===== src/rtl/ex_stage_mc.sv =====
// Execute stage with operand forwarding, single-cycle ALU and a sequential
// shift-add multiplier that stalls upstream until its product is taken.
module ex_stage_mc #(
  parameter int WIDTH = 10,
  parameter int RSEL  = 3
) (
  input  logic             clk,
  input  logic             reset,
  input  logic             in_valid,
  input  logic [WIDTH-1:0] rs_in,
  input  logic [WIDTH-1:0] rt_in,
  input  logic [WIDTH-1:0] signextimm,
  input  logic [WIDTH-1:0] ALU_EX,
  input  logic [WIDTH-1:0] ALU_M,
  input  logic [WIDTH-1:0] Mem_M,
  input  logic [2:0]       alu_sel,
  input  logic             imm_sel,
  input  logic [RSEL-1:0]  rd_sel1_in,
  input  logic [RSEL-1:0]  rd_sel2_in,
  input  logic [RSEL-1:0]  write_sel_EX,
  input  logic [RSEL-1:0]  write_sel_M,
  input  logic [RSEL-1:0]  reg_writesel_in,
  input  logic             reg_write_en_EX,
  input  logic             MemtoReg_EX,
  input  logic             reg_write_en_M,
  input  logic             MemtoReg_M,
  input  logic             reg_write_en_in,
  input  logic             RAM_writeEnable_in,
  input  logic             MemtoReg_in,
  input  logic             cache_Ready,
  input  logic             flush,
  output logic             stall_out,
  output logic [WIDTH-1:0] rs_out,
  output logic [WIDTH-1:0] rt_out,
  output logic [WIDTH-1:0] ALU_result,
  output logic [RSEL-1:0]  reg_writesel_out,
  output logic             reg_write_en_out,
  output logic             RAM_writeEnable_out,
  output logic             MemtoReg_out,
  output logic             valid_out,
  output logic             zero_out
);

  localparam int CW = (WIDTH > 1) ? $clog2(WIDTH) : 1;

  typedef enum logic [1:0] {IDLE, MUL, DONE} state_t;

  state_t           state;
  logic [CW-1:0]    cnt;
  logic [WIDTH-1:0] mul_a, mul_b, acc;
  logic [WIDTH-1:0] m_rs, m_rt;
  logic [RSEL-1:0]  m_wsel;
  logic             m_we, m_ram, m_m2r;

  logic [WIDTH-1:0] fwd_a, fwd_b, op_b, alu_res;
  logic             is_mul, accept;

  // EX-stage producer wins over M; a load in EX cannot forward yet.
  always_comb begin
    fwd_a = rs_in;
    if (reg_write_en_EX && !MemtoReg_EX && write_sel_EX == rd_sel1_in)
      fwd_a = ALU_EX;
    else if (reg_write_en_M && write_sel_M == rd_sel1_in)
      fwd_a = MemtoReg_M ? Mem_M : ALU_M;
    fwd_b = rt_in;
    if (reg_write_en_EX && !MemtoReg_EX && write_sel_EX == rd_sel2_in)
      fwd_b = ALU_EX;
    else if (reg_write_en_M && write_sel_M == rd_sel2_in)
      fwd_b = MemtoReg_M ? Mem_M : ALU_M;
    op_b = imm_sel ? signextimm : fwd_b;
  end

  always_comb begin
    alu_res = '0;
    case (alu_sel)
      3'b000: alu_res = fwd_a + op_b;
      3'b001: alu_res = fwd_a - op_b;
      3'b010: alu_res = fwd_a & op_b;
      3'b011: alu_res = fwd_a | op_b;
      3'b100: alu_res[0] = (fwd_a < op_b);
      3'b110: alu_res = fwd_a << op_b[3:0];
      3'b111: alu_res = op_b;
      default: alu_res = '0;
    endcase
  end

  assign is_mul    = in_valid && (alu_sel == 3'b101);
  assign accept    = (state == IDLE) && is_mul && !flush;
  assign stall_out = reset && (accept || state == MUL || (state == DONE && !cache_Ready));

  always_ff @(posedge clk or negedge reset) begin
    if (!reset) begin
      state               <= IDLE;
      cnt                 <= '0;
      mul_a               <= '0;
      mul_b               <= '0;
      acc                 <= '0;
      m_rs                <= '0;
      m_rt                <= '0;
      m_wsel              <= '0;
      m_we                <= 1'b0;
      m_ram               <= 1'b0;
      m_m2r               <= 1'b0;
      rs_out              <= '0;
      rt_out              <= '0;
      ALU_result          <= '0;
      reg_writesel_out    <= '0;
      reg_write_en_out    <= 1'b0;
      RAM_writeEnable_out <= 1'b0;
      MemtoReg_out        <= 1'b0;
      valid_out           <= 1'b0;
      zero_out            <= 1'b0;
    end else if (flush) begin
      state               <= IDLE;
      cnt                 <= '0;
      valid_out           <= 1'b0;
      reg_write_en_out    <= 1'b0;
      RAM_writeEnable_out <= 1'b0;
      MemtoReg_out        <= 1'b0;
    end else begin
      case (state)
        IDLE: if (accept) begin
          state  <= MUL;
          cnt    <= '0;
          acc    <= '0;
          mul_a  <= fwd_a;
          mul_b  <= op_b;
          m_rs   <= fwd_a;
          m_rt   <= op_b;
          m_wsel <= reg_writesel_in;
          m_we   <= reg_write_en_in;
          m_ram  <= RAM_writeEnable_in;
          m_m2r  <= MemtoReg_in;
        end
        MUL: begin
          acc   <= acc + (mul_b[0] ? mul_a : '0);
          mul_a <= mul_a << 1;
          mul_b <= mul_b >> 1;
          if (cnt == CW'(WIDTH - 1)) state <= DONE;
          else                       cnt   <= cnt + CW'(1);
        end
        DONE: if (cache_Ready) state <= IDLE;
        default: state <= IDLE;
      endcase

      if (cache_Ready) begin
        if (state == DONE) begin
          ALU_result          <= acc;
          zero_out            <= (acc == '0);
          rs_out              <= m_rs;
          rt_out              <= m_rt;
          reg_writesel_out    <= m_wsel;
          reg_write_en_out    <= m_we;
          RAM_writeEnable_out <= m_ram;
          MemtoReg_out        <= m_m2r;
          valid_out           <= 1'b1;
        end else if (state == IDLE && in_valid && !is_mul) begin
          ALU_result          <= alu_res;
          zero_out            <= (alu_res == '0);
          rs_out              <= fwd_a;
          rt_out              <= op_b;
          reg_writesel_out    <= reg_writesel_in;
          reg_write_en_out    <= reg_write_en_in;
          RAM_writeEnable_out <= RAM_writeEnable_in;
          MemtoReg_out        <= MemtoReg_in;
          valid_out           <= 1'b1;
        end else begin
          valid_out           <= 1'b0;
          reg_write_en_out    <= 1'b0;
          RAM_writeEnable_out <= 1'b0;
          MemtoReg_out        <= 1'b0;
        end
      end
    end
  end

endmodule


===== config.mk =====
export PLATFORM = sky130hd
export DESIGN_NAME = ex_stage_mc
export DESIGN_NICKNAME = d
export VERILOG_FILES = /design/src/rtl/ex_stage_mc.sv
export SDC_FILE = /design/constraint.sdc
export NUM_CORES = 1
export LEC_CHECK = 0
export CORE_MARGIN = 8
export CORE_UTILIZATION = 30
export DETAILED_ROUTE_END_ITERATION = 8
export PLACE_DENSITY = 0.47
export SLEW_MARGIN = 20
export SYNTH_ARGS = -nofsm -noshare
export SYNTH_HDL_FRONTEND = slang
export SYNTH_SLANG_ARGS = --single-unit
export TNS_END_PERCENT = 20

===== constraint.sdc =====
create_clock -name clk -period 10.1 [get_ports clk]
set_clock_uncertainty 0.2 [all_clocks]
set_input_delay 3.03 -clock clk [delete_from_list [all_inputs] [get_ports clk]]
set_output_delay 3.03 -clock clk [all_outputs]
set_load 0.005 [all_outputs]

; ---- Word-level counts from Yosys, hierarchy flattened
; Cells that the tools add are included.
[op_classes]
addsub = 4
order_cmp = 1
eq_ne = 19
n_shift = 1
mux = 50
bitwise_logic = 3
reduce_logical = 31
[ops]
columns = operator, count
row1 = $mux W10, 16
row2 = $pmux W10 S2, 3
row3 = $pmux W9 S6, 1
row4 = $add A10 B10 Y10, 2
row5 = $logic_not A10 Y1, 2
row6 = $mux W1, 18
row7 = $reduce_and A3 Y1, 5
row8 = $eq A3 B3 Y1, 4
row9 = $eq A3 B3 Y1 const B, 4
row10 = $logic_and A1 B1 Y1, 12
row11 = $mux W4, 3
row12 = $and A10 B10 Y10, 1
row13 = $lt A10 B10 Y1, 1
row14 = $or A10 B10 Y10, 1
row15 = $shl A10 B4 Y10, 1
row16 = $sub A10 B10 Y10, 1
row17 = $ne A3 B3 Y1 const B, 3
row18 = $mux W2, 4
row19 = $pmux W4 S2, 1
row20 = $pmux W1 S7, 1
row21 = $eq A3 B2 Y1 const B, 2
row22 = $mux W3, 2
row23 = $pmux W2 S3, 1
row24 = $reduce_bool A2 Y1, 3
row25 = 13 further kinds, 17
[totals]
register_bits = 100
in_bits = 91
output_inout_bits = 39
word_cells = 129

; ---- Logic depth before layout (Yosys ltp)
[logic_depth]
ltp_word = 10
ltp_mapped = 20
depth_no_buf = 18

; ---- Worst setup path before layout
; Ideal clock, no wire load.
[synth_timing]
path_kind = in2out
start = input alu_sel[0]
end = output stall_out
arrival_ps = 4493
required_ps = 6870
slack_ps = 2377
cell_stages = 6
n_path_buf = 1
path_cell_list = clkbuf_1 nand2_1 nor2_1 nand2_1 nor4_1 o21a_1
[synth_between]
elab_chain_cells = 7
[synth_rtl]
columns = item, line_no
row1 = from (decl), 16  ; input logic [2:0] alu_sel,
row2 = $eq A3 B3 Y1, 87  ; assign is_mul = in_valid && (alu_sel == 3'b101);
row3 = $logic_and A1 B1 Y1, 87
row4 = $logic_and A1 B1 Y1 (2 in a row), 88  ; assign accept = (state == IDLE) && is_mul && !flush;
row5 = $logic_or A1 B1 Y1 (2 in a row), 89  ; assign stall_out = reset && (accept || state == MUL || (state == DONE && !cache_Ready));
row6 = $logic_and A1 B1 Y1, 89
row7 = to (decl), 32  ; output logic stall_out,
; Every way passes these cells.

; ---- Worst setup path after layout
; Ends and elaborated chain as after synthesis.

==> summary.md <==
| Metric | Value |
|---|---|
| Post-CTS Setup Inserts | 0 |
| Vias in the first global route | 6,808 |
| Final hold violation count | 0 |
| Hold Path Class | flop to flop |
| Die area | roughly 0.03 mm^2 |
| Syn_nets | 1,012 |
| Initial antenna violation count | 0 |
| Max Cap Viol | 0 |
| Final #Nets | 1,112 |
| Core area | about 0.024 mm^2 |
| P&R area growth vs syn | 25.74% |
| Final Critical Period | approximately 8.5 ns |
| Hold Buf Count CTS | 0 |
| Async SR Flop Fraction | 100.0% |
| Setup TNS | 0 ns |
| Cts bufs inserted | 9 |
| Final Max Tran Viols | 0 |
| Gr ovfl total | 0 |
| First drt pass iteration count | 5 |
| Synth area leader | dfrtp_1 |
| Critical Path RT | slightly below 7 ns |
| PortBufs | about 130 |
| Clk root buf | clkbuf_16 |
| Critical Path Start Type | input pin |
| Drt drc | 0 |
| Via density | 5.119 |
| Clock H-tree levels | 3 |
| CTS max path bufs | 2 |
| Insertion delay of the later-clocked pin in the worst-skew pair | roughly 0.35 ns |
| Cell family with most CP delay | buffers and inverters |
| Pleak | about 4.2 nW |
| Worst vdd ir | around 0.072 mV |
| CTS tree | built |
| Worst path bufs/invs | 3 |
| Yosys warnings | 0 |
| Antenna Cells | 0 |
| IO Pins | 130 |
| Final worst setup slack | approximately 1.6 ns |
| First-pass GRT wire length | just under 40 mm |
| CP max-delay cell | clkdlybuf4s50_1 |
| Worst Tran Pin Value | between 1 and 1.5 ns |
| Cell-by-cell trace of the critical path | clkdlybuf4s50_1 > buf_4 > nand2_1 > nor2_1 > nand2_1 > nor4_2 > o21a_1 > clkdlybuf4s50_1 |
| Sequential area share after synthesis | between 30% and 40% |
| Post-synth EDFFs | 0 |
| Largest net degree at the start of global routing | slightly below 70 |
| Post-detail-place hpwl | roughly 18 mm |
| Distinct cells, synth | 75 |
| Routed wire length | 24.26 mm |
| Period utilization | 83.92% |
| GR Util All Layers | roughly 16% |
| Die Y | 172.9 um |
| Antenna-violating nets left | 0 |
| Yosys reg bits | 100 |
| Yosys top cell area share | 33.87% |
| Syn_area_per_cell | between 8 and 9 um^2 |
| Vias | around 6,700 |
| Synth top area cells | dfrtp_1 34%, ha_1 7.1%, nand2_1 6.7% |
| Reg clk slew, reported paths | roughly 0.07 ns |
| # setup viols final | 0 |
| Top FF cell, synth | dfrtp_1 |
| Proportion of layout cells with a drive suffix above 1 | under 10% |
| Post-Syn Area | 0.007388 mm^2 |
| Initial DRC Count | around 430 |
| Sink Count | 100 |
| WL per Instance | around 19 um |
| RSZ-0062 raised after global routing | false |
| Pre-CTS setup slack | 1.569 ns |
| Initial core utilization | 30.47% |
| Worst slew margin | between 30% and 40% |
| Crit path max fanout | 27 |
| Setup crit end kind | output pin |
| Peak Freq | between 100 and 150 MHz |
| Die width | 172.9 um |
| Post-CTS sizing | 0 |
| Setup CP Type | input pin to output pin |
| Crit path DAT | between 5 and 6 ns |
| Syn Inst Count | just under 900 |
| Status | finished clean |
| Power density over cell area | about 150 mW/mm^2 |
| Slowest Stage Delay on Critical Path | ~0.5 ns |
| RD Place Congestion | 0.8646 |
| Core Rows | between 50 and 60 |
## worst min-delay path, stage by stage, from the launching register on
cell	delay, ns
dfrtp_1	0.34
nand2_1	0.05
nand2_1	0.06
## sequential cells by signal (all words and copies together), names as in the netlist, 4 cells and up
signal	count
m_rs	10
rt_out	10
acc	10
mul_a	10
ALU_result	10
m_rt	10
rs_out	10
cnt	4
mul_b	10
## synth_stat cells, types with 6 or more instances
cell and instances:
a211oi_1 16, a21o_1 12, a21oi_1 48, a22oi_1 19
a31oi_1 7, and2_1 15, clkbuf_1 45, dfrtp_1 100
ha_1 42, inv_1 45, mux2_2 14, mux2i_1 33
nand2_1 131, nand2b_1 9, nand3_1 17, nand4_1 7
nor2_1 66, nor3_1 13, nor4_1 6, o211ai_1 10
o21a_1 9, o21ai_0 78, o21bai_1 7, o22ai_1 8
xnor2_1 19, xor2_1 7
## worst paths after layout
kind                            startpoint       endpoint  slack [ns]  depth (start not counted)
max in group asynchronous            reset         acc[1]        6.02                          2
min in group asynchronous            reset  ALU_result[5]        2.48                          1
worst max-delay path            alu_sel[0]      stall_out        1.62                          8
worst min register to register     m_rs[7]        m_rs[7]        0.28                          2
worst max register to register    mul_b[0]         acc[9]        7.09                         12
worst min-delay path               m_rs[7]        m_rs[7]        0.28                          2
## power by group
part | internal, W | switching, W
clock | 0.000178 | 0.000164
combinational | 0.000231 | 0.000246
sequential | 0.000489 | 0.0000635
## layout make-up
| cell class | instances | area (um^2) |
|---|---|---|
| Clock buffer | 10 | 239.0 |
| Clock inverter | 6 | 55.05 |
| Fill cell | 2594 | 14960 |
| Inverter | 46 | 172.7 |
| Multi-Input combinational cell | 678 | 4537 |
| Sequential cell | 100 | 2502 |
| Tap cell | 324 | 405.4 |
| Timing Repair Buffer | 141 | 1379 |
## routing by layer
layer | track usage (%) | wire length (um) | up-vias
met4 | 3.054 | 291 | 0
li1 | - | - | 3314
met3 | 3.877 | 1344 | 16
met2 | 26.16 | 11260 | 174
met1 | 21.26 | 11360 | 3176
met5 | 0 | 0 | -
## through the flow
stage / hold slack, ns / power (W) / instances / util, % / cell area [um^2]
2_1_floorplan: 0.2453 / 0.0008279 / 876 / - / 7388
3_3_place_gp: 0.2571 / 0.001038 / 1289 / 37.07 / 8990
3_5_place_dp: 0.2617 / 0.001041 / 1289 / 37.10 / 8996
4_1_cts: 0.2788 / 0.001390 / 1305 / 38.31 / 9290
5_1_grt: 0.2938 / 0.001471 / 1305 / 38.31 / 9290
6_report: 0.2783 / 0.001373 / 1305 / 38.31 / 9290
## cells by family after synthesis
kind of cell | share of synthesized area (%)
buffers and inverters | 5.283
and+or+nand+nor | 17.61
adders and majority gates | 7.925
xor gates and xnor gates | 3.082
muxes | 9.263
AOI/OAI and AO/OA | 22.96
DFF | 33.87
## placed cells by master, fill, tap and decap left out, drive strengths merged, types with 17 or more instances in the layout
master,n
a211oi,17
a21oi,49
a22oi,19
clkdlybuf4s50,128
dfrtp,100
ha,42
inv,49
mux2,20
mux2i,37
nand2,131
nand3,17
nor2,66
o21ai,82
xnor2,19
No activity file was read; power rests on OpenSTA's default activity.
